===== src/rtl/sha256_compress_ctrl.sv =====
// SHA-256 compression sequencer. It takes one 512-bit block as 16 streamed
// 32-bit words, runs the rounds at one per cycle, then folds the working
// variables into the chaining hash.
module sha256_compress_ctrl #(
  parameter int unsigned NUM_ROUNDS = 64
) (
  input  logic         clk,
  input  logic         rst,
  input  logic         init,
  input  logic         in_valid,
  output logic         in_ready,
  input  logic [31:0]  in_word,
  output logic         out_valid,
  output logic         busy,
  output logic [255:0] digest
);

  typedef enum logic [1:0] {
    S_IDLE,
    S_LOAD,
    S_ROUND,
    S_FINAL
  } state_e;

  localparam logic [0:7][31:0] IV = {
    32'h6a09e667, 32'hbb67ae85, 32'h3c6ef372, 32'ha54ff53a,
    32'h510e527f, 32'h9b05688c, 32'h1f83d9ab, 32'h5be0cd19
  };

  localparam logic [0:63][31:0] K = {
    32'h428a2f98, 32'h71374491, 32'hb5c0fbcf, 32'he9b5dba5,
    32'h3956c25b, 32'h59f111f1, 32'h923f82a4, 32'hab1c5ed5,
    32'hd807aa98, 32'h12835b01, 32'h243185be, 32'h550c7dc3,
    32'h72be5d74, 32'h80deb1fe, 32'h9bdc06a7, 32'hc19bf174,
    32'he49b69c1, 32'hefbe4786, 32'h0fc19dc6, 32'h240ca1cc,
    32'h2de92c6f, 32'h4a7484aa, 32'h5cb0a9dc, 32'h76f988da,
    32'h983e5152, 32'ha831c66d, 32'hb00327c8, 32'hbf597fc7,
    32'hc6e00bf3, 32'hd5a79147, 32'h06ca6351, 32'h14292967,
    32'h27b70a85, 32'h2e1b2138, 32'h4d2c6dfc, 32'h53380d13,
    32'h650a7354, 32'h766a0abb, 32'h81c2c92e, 32'h92722c85,
    32'ha2bfe8a1, 32'ha81a664b, 32'hc24b8b70, 32'hc76c51a3,
    32'hd192e819, 32'hd6990624, 32'hf40e3585, 32'h106aa070,
    32'h19a4c116, 32'h1e376c08, 32'h2748774c, 32'h34b0bcb5,
    32'h391c0cb3, 32'h4ed8aa4a, 32'h5b9cca4f, 32'h682e6ff3,
    32'h748f82ee, 32'h78a5636f, 32'h84c87814, 32'h8cc70208,
    32'h90befffa, 32'ha4506ceb, 32'hbef9a3f7, 32'hc67178f2
  };

  localparam logic [5:0] LAST_T = 6'(NUM_ROUNDS - 1);

  function automatic logic [31:0] rotr(input logic [31:0] x, input int unsigned n);
    return (x >> n) | (x << (32 - n));
  endfunction

  function automatic logic [31:0] big_sigma0(input logic [31:0] x);
    return rotr(x, 2) ^ rotr(x, 13) ^ rotr(x, 22);
  endfunction

  function automatic logic [31:0] big_sigma1(input logic [31:0] x);
    return rotr(x, 6) ^ rotr(x, 11) ^ rotr(x, 25);
  endfunction

  function automatic logic [31:0] small_sigma0(input logic [31:0] x);
    return rotr(x, 7) ^ rotr(x, 18) ^ (x >> 3);
  endfunction

  function automatic logic [31:0] small_sigma1(input logic [31:0] x);
    return rotr(x, 17) ^ rotr(x, 19) ^ (x >> 10);
  endfunction

  function automatic logic [31:0] ch(input logic [31:0] e, input logic [31:0] f,
                                     input logic [31:0] g);
    return (e & f) ^ (~e & g);
  endfunction

  function automatic logic [31:0] maj(input logic [31:0] a, input logic [31:0] b,
                                      input logic [31:0] c);
    return (a & b) ^ (a & c) ^ (b & c);
  endfunction

  state_e            state_q, state_d;
  logic [0:7][31:0]  hash_q, hash_d;   // H0..H7
  logic [0:7][31:0]  wv_q, wv_d;       // a..h
  logic [0:15][31:0] w_q, w_d;         // slot 0 oldest, slot 15 newest
  logic [4:0]        cnt_q, cnt_d;
  logic [5:0]        t_q, t_d;
  logic              out_valid_q, out_valid_d;

  logic [31:0] t1;
  logic [31:0] t2;
  logic [31:0] w_next;

  // Round datapath: slot 0 holds W[t], so the window taps are W[t+1], W[t+9], W[t+14].
  always_comb begin
    t1     = wv_q[7] + big_sigma1(wv_q[4]) + ch(wv_q[4], wv_q[5], wv_q[6])
           + K[t_q] + w_q[0];
    t2     = big_sigma0(wv_q[0]) + maj(wv_q[0], wv_q[1], wv_q[2]);
    w_next = small_sigma1(w_q[14]) + w_q[9] + small_sigma0(w_q[1]) + w_q[0];
  end

  // Next-state, word intake, round update and chaining fold.
  always_comb begin
    state_d     = state_q;
    hash_d      = hash_q;
    wv_d        = wv_q;
    w_d         = w_q;
    cnt_d       = cnt_q;
    t_d         = t_q;
    out_valid_d = 1'b0;
    in_ready    = 1'b0;

    case (state_q)
      S_IDLE: begin
        in_ready = !init;
        if (init) begin
          hash_d = IV;
        end else if (in_valid) begin
          w_d     = {w_q[1:15], in_word};
          cnt_d   = 5'd1;
          wv_d    = hash_q;
          state_d = S_LOAD;
        end
      end
      S_LOAD: begin
        in_ready = 1'b1;
        if (in_valid) begin
          w_d   = {w_q[1:15], in_word};
          cnt_d = cnt_q + 5'd1;
          if (cnt_q == 5'd15) begin
            t_d     = '0;
            state_d = S_ROUND;
          end
        end
      end
      S_ROUND: begin
        wv_d = {t1 + t2, wv_q[0:2], wv_q[3] + t1, wv_q[4:6]};
        w_d  = {w_q[1:15], w_next};
        t_d  = t_q + 6'd1;
        if (t_q == LAST_T) begin
          state_d = S_FINAL;
        end
      end
      S_FINAL: begin
        for (int unsigned i = 0; i < 8; i++) begin
          hash_d[i] = hash_q[i] + wv_q[i];
        end
        out_valid_d = 1'b1;
        state_d     = S_IDLE;
      end
      default: state_d = S_IDLE;
    endcase
  end

  // State registers with synchronous reset; reset restores the IV and drops any partial block.
  always_ff @(posedge clk) begin
    if (rst) begin
      state_q     <= S_IDLE;
      hash_q      <= IV;
      wv_q        <= '0;
      w_q         <= '0;
      cnt_q       <= '0;
      t_q         <= '0;
      out_valid_q <= 1'b0;
    end else begin
      state_q     <= state_d;
      hash_q      <= hash_d;
      wv_q        <= wv_d;
      w_q         <= w_d;
      cnt_q       <= cnt_d;
      t_q         <= t_d;
      out_valid_q <= out_valid_d;
    end
  end

  assign out_valid = out_valid_q;
  assign busy      = (state_q != S_IDLE);
  assign digest    = hash_q;

endmodule

===== config.mk =====
export PLATFORM = sky130hd
export DESIGN_NAME = sha256_compress_ctrl
export DESIGN_NICKNAME = d
export VERILOG_FILES = /design/src/rtl/sha256_compress_ctrl.sv
export SDC_FILE = /design/constraint.sdc
export NUM_CORES = 2
export LEC_CHECK = 0
export ABC_AREA = 1
export ABC_CLOCK_PERIOD_IN_PS = 15600
export CORE_MARGIN = 2
export CORE_UTILIZATION = 25
export CTS_CLUSTER_SIZE = 24
export DETAILED_ROUTE_END_ITERATION = 8
export PLACE_DENSITY = 0.44
export SYNTH_ARGS = -nofsm -noshare
export SYNTH_HDL_FRONTEND = slang
export SYNTH_SLANG_ARGS = --single-unit

===== constraint.sdc =====
create_clock -name clk -period 15.6 [get_ports clk]
set_input_delay 3.9 -clock clk [delete_from_list [all_inputs] [get_ports clk]]
set_output_delay 3.9 -clock clk [all_outputs]
set_load 0.01 [all_outputs]

[Yosys cells after proc, flatten, opt, wreduce, memory -nomap -nowiden]
Memories as Yosys holds them, arrays and structs flattened.
Index checks and enable logic that the tools add are counted.
W data, S select, Z words.
Storage, ports and cells
  register bits: 1038
  ROM bits: 2048
  input bits: 36
  memories kept: 1
Memories
  (no name shown): words 64, bits a word 32, read ports 1, clocked after Yosys merged registers in 0, write ports 0, RTL line 96  | + K[t_q] + w_q[0];
Cells by class
  add/sub/neg operators: 20
  $lt $le $gt $ge: 1
  equal/unequal tests: 11
  muxes and demuxes: 25
  bitwise logic cells: 28
  reduce and logical (&&, ||, !) cells: 14
Operator list (number)
  $pmux W512 S3: 1
  $mux W512: 2
  $pmux W256 S2: 2
  $mux W256: 3
  $add A32 B32 Y32: 18
  $xor A32 B32 Y32: 9
  $and A32 B32 Y32: 5
  $mux W32: 2
  $not A32 Y32: 1
  $or A10 B32 Y32: 1
  $or A13 B32 Y32: 1
  $or A14 B32 Y32: 1
  $or A15 B32 Y32: 1
  $or A19 B32 Y32: 1
  $or A21 B32 Y32: 1
  $or A25 B32 Y32: 1
  $or A26 B32 Y32: 1
  $or A30 B32 Y32: 1
  $or A7 B32 Y32: 1
  $xor A32 B22 Y32: 1
  $xor A32 B29 Y32: 1
  $mux W5: 3
  $mux W6: 2
  $ne A2 B2 Y1 const B: 6
  other kinds (22): 33

[Logic depth before layout (Yosys ltp)]
  depth in word-level cells: 9
  gate-level depth with buffers: 41

[Worst setup path after synthesis]
OpenSTA, ideal clock, no wires.
  kind: input -> output
  start: in init
  end: out in_ready
  arrival: 4.182 ns
  required time: 11.700 ns
  path slack: 7.518 ns
  stages on the path: 1
  buffers on the path: 0
  cells stage by stage: o21ai_0
On the way
  cells in the longest elaborated chain, start to end: 2
RTL lines
  start, declared: RTL line 9  | input logic init,
  $logic_not A1 Y1: RTL line 114  | in_ready = !init;
  $pmux W1 S2: RTL line 112  | case (state_q)
  end, declared: RTL line 11  | output logic in_ready,
No other way between the ends.

[Worst setup path in the final report]
Same ends and word-level chain as after synthesis.

==> impl_metrics.csv <==
group,metric,value,unit
outcome,status,"finished, final reports clean",
synth,synth_area_leaders,"dfxtp_1, nand2_1, o21ai_0",
sta,hold_viol_final,0,
clocking,path_clk_slew,0.05,ns
global_route,antenna_found_initial,10,
global_route,grt_pass1_vias,65473,
place,numPortBuffers,294,
global_route,grtUsageTotal,21.6,%
clocking,cts-root-buf,"clkbuf_16",
route,wl_per_cell,22.7,µm
setup_path,crit_fanout,2,
layout,fillers,30535,
layout,layout_common_cells,"nand2_1, nor2_1, o21ai_0",
route,vias_per_cell,4.99,
synth,synth.largest_area_cell,"dfxtp_1",
synth,ys_types,75,
setup_path,cp_common_cell,"clkdlybuf4s50_1",
synth,syn-num-nets,10690,
global_route,grt.overflow.total,0,
setup_path,endpoint,"in_ready",
worst_hold_path,hp-class,"flip-flop to flip-flop",
setup_path,start_kind,"input port",
setup_path,crit_path_end_kind,"output pin",
synth,ys_seq_elements,1038,
clocking,postCtsSetupRepairBufs,0,
place,gp_congestion,0.960,
synth,async_flop_share,0,%
sta,tns,0,ns
setup_path,crit_start,"init",
synth,netlist_instances,10056,
layout,area.sequential,20800,µm²
floorplanning,design.core.area,276000,µm²
clocking,cts.path.max_buffers,4,
sta,setup_viol,0,
setup_path,crit_slowest_cell,"clkdlybuf4s50_1",
clocking,ctsHoldBuffers,0,
route,drc,0,
sta,maxSlewHeadroom,7.58,%
sta,worst_slack,6.62,ns
global_route,grt_first_pass_wirelength,455000,µm
layout,area_growth,15.6,%
setup_path,path_class,"input port to output pin",
synth,synth_area,69400,µm²
setup_path,required,11.70,ns
route,drtIter0Drc,6001,
floorplanning,num_rows,193,
clocking,cts_sinks,1038,
place,pre_cts_slack,6.62,ns
layout,final_nets,10672,
layout,final_common_cell,"nand2_1",
layout,drive_above_1_share,3.88,%
floorplanning,start_util,25.1,%
synth,synth_edf_count,0,
synth,synth_area_per_cell,6.90,µm²
setup_path,path_cells,"clkdlybuf4s50_1, o21ai_0, clkdlybuf4s50_1",
floorplanning,dieWidth,531,µm
synth,synthFlopType,"dfxtp_1",
sta,drv_slew,0,
synth,ys_seq_area_share,29.9,%
place,post-dp-hpwl,237000,µm
setup_path,worstReg2RegEnd,"wv_q[251]",
clocking,htreeDepth,4,
setup_path,cp.arrival,5.08,ns
floorplanning,die_y,531,µm
sta,rsz0062_at_grt,"no",
sta,period_needed,8.98,ns
route,antenna_left,0,
flow_run,maxCapViolCount,0,
setup_path,r2r-start,"t_q[0]",
setup_path,rrSetupSlack,7.58,ns
clocking,clk_latency,0.86,ns
sta,fmax,111,MHz
setup_path,critPathMaxStageDelay,0.56,ns
floorplanning,fp.dieArea,282000,µm²
route,wirelength,314000,µm
sta,tightest_slew,1.39,ns
sta,fin_crit_sh,57.5,%
clocking,cts.repair.resized,0,
floorplanning,io_pins,295,
synth,synth_top_area_share,29.9,%
clocking,cts_tree,"yes",
route,first_pass_iters,8,
synth,ys_warn_count,0,
setup_path,reg2reg_depth,35,
sta,fin_skew,0.0805,ns
route,vias,69163,
clocking,cts_made_buffers,141,
layout,multiInputGateArea,42800,µm²
global_route,grt_max_degree,281,
==> sequential cells by signal, indices dropped and copies added, names as in the netlist <==
register and flops:
w_q 512, state_q 2, t_q 6, cnt_q 5, wv_q 256, out_valid 1
digest 256
==> final cells by class <==
type | instances | share of cell area (%)
clock inverters | 49 | 0.787
inverters | 1011 | 4.77
repair buffers | 361 | 4.38
multi-input cells | 7485 | 53.4
well taps | 3705 | 5.78
diodes | 5 | 0.0156
flip-flops and latches | 1038 | 25.9
clock buffers | 194 | 5.04
==> per-stage QoR <==
step	utilization (%)	cells	cell area (µm²)	hold WS, ns
after global placement	27.4	13600	75600	0.452
final	29.1	13848	80300	0.431
after CTS	29.1	13843	80300	0.428
after detailed placement	27.4	13600	75600	0.456
after global routing	29.1	13844	80300	0.444
after floorplan	-	10056	69400	0.441
==> metal layers <==
layer | wire length [µm] | global-route usage, % | vias up | share of wire, %
li1 | - | - | 33419 | -
met1 | 151000 | 31.0 | 33391 | 48
met5 | 0 | 0 | - | 0
met3 | 16500 | 2.43 | 328 | 5.3
met4 | 7720 | 5.36 | 0 | 2.5
met2 | 139000 | 34.0 | 2025 | 44
==> how the worst min path moves through the flow <==
stage	startpoint	endpoint	depth (start not counted)
detailed placement	w_q[6]	w_q[6]	2
floorplan	cnt_q[4]	cnt_q[4]	1
global placement	w_q[9]	w_q[9]	2
CTS	w_q[112]	w_q[144]	2
finish	w_q[112]	w_q[144]	2
global route	w_q[112]	w_q[144]	2
==> cell families after synthesis <==
group / after synthesis / share of synthesized area, %
XOR/XNOR: 385 / 4.87
AND/OR/NAND/NOR: 3678 / 21.3
buffers and inverters: 1533 / 8.46
AO/OA/AOI/OAI: 2818 / 22.4
flip-flops: 1038 / 29.9
adder cells (fa/ha/maj): 600 / 12.9
multiplexers: 4 / 0.0613
==> worst max-delay path, delay by kind of cell <==
family / cells / cell delay (ns)
AOI/OAI and AO/OA: 1 / 0.18
buffers and inverters: 2 / 0.99
==> synthesized netlist by cell type, drive strengths merged (3+ instances only) <==
library cell,instances
nand2,1742
nor2,1344
o21ai,1277
dfxtp,1038
inv,1010
a21oi,944
clkbuf,427
ha,401
nand3,381
a31oi,219
xor2,210
fa,197
xnor2,175
buf,95
nor3,90
o21bai,83
a21o,67
nand4,53
o211ai,34
o221ai,27
o22ai,24
a21boi,22
or2,22
a221oi,20
nor4,20
o21a,20
a211oi,19
o31ai,15
nand3b,13
a31o,11
a22oi,7
o2111ai,7
o311ai,7
nor3b,5
and3,4
a32oi,3
Power is left out: the tool's default activity adds up to more than one toggle a clock period on the data nets, which glitch-free logic cannot reach.
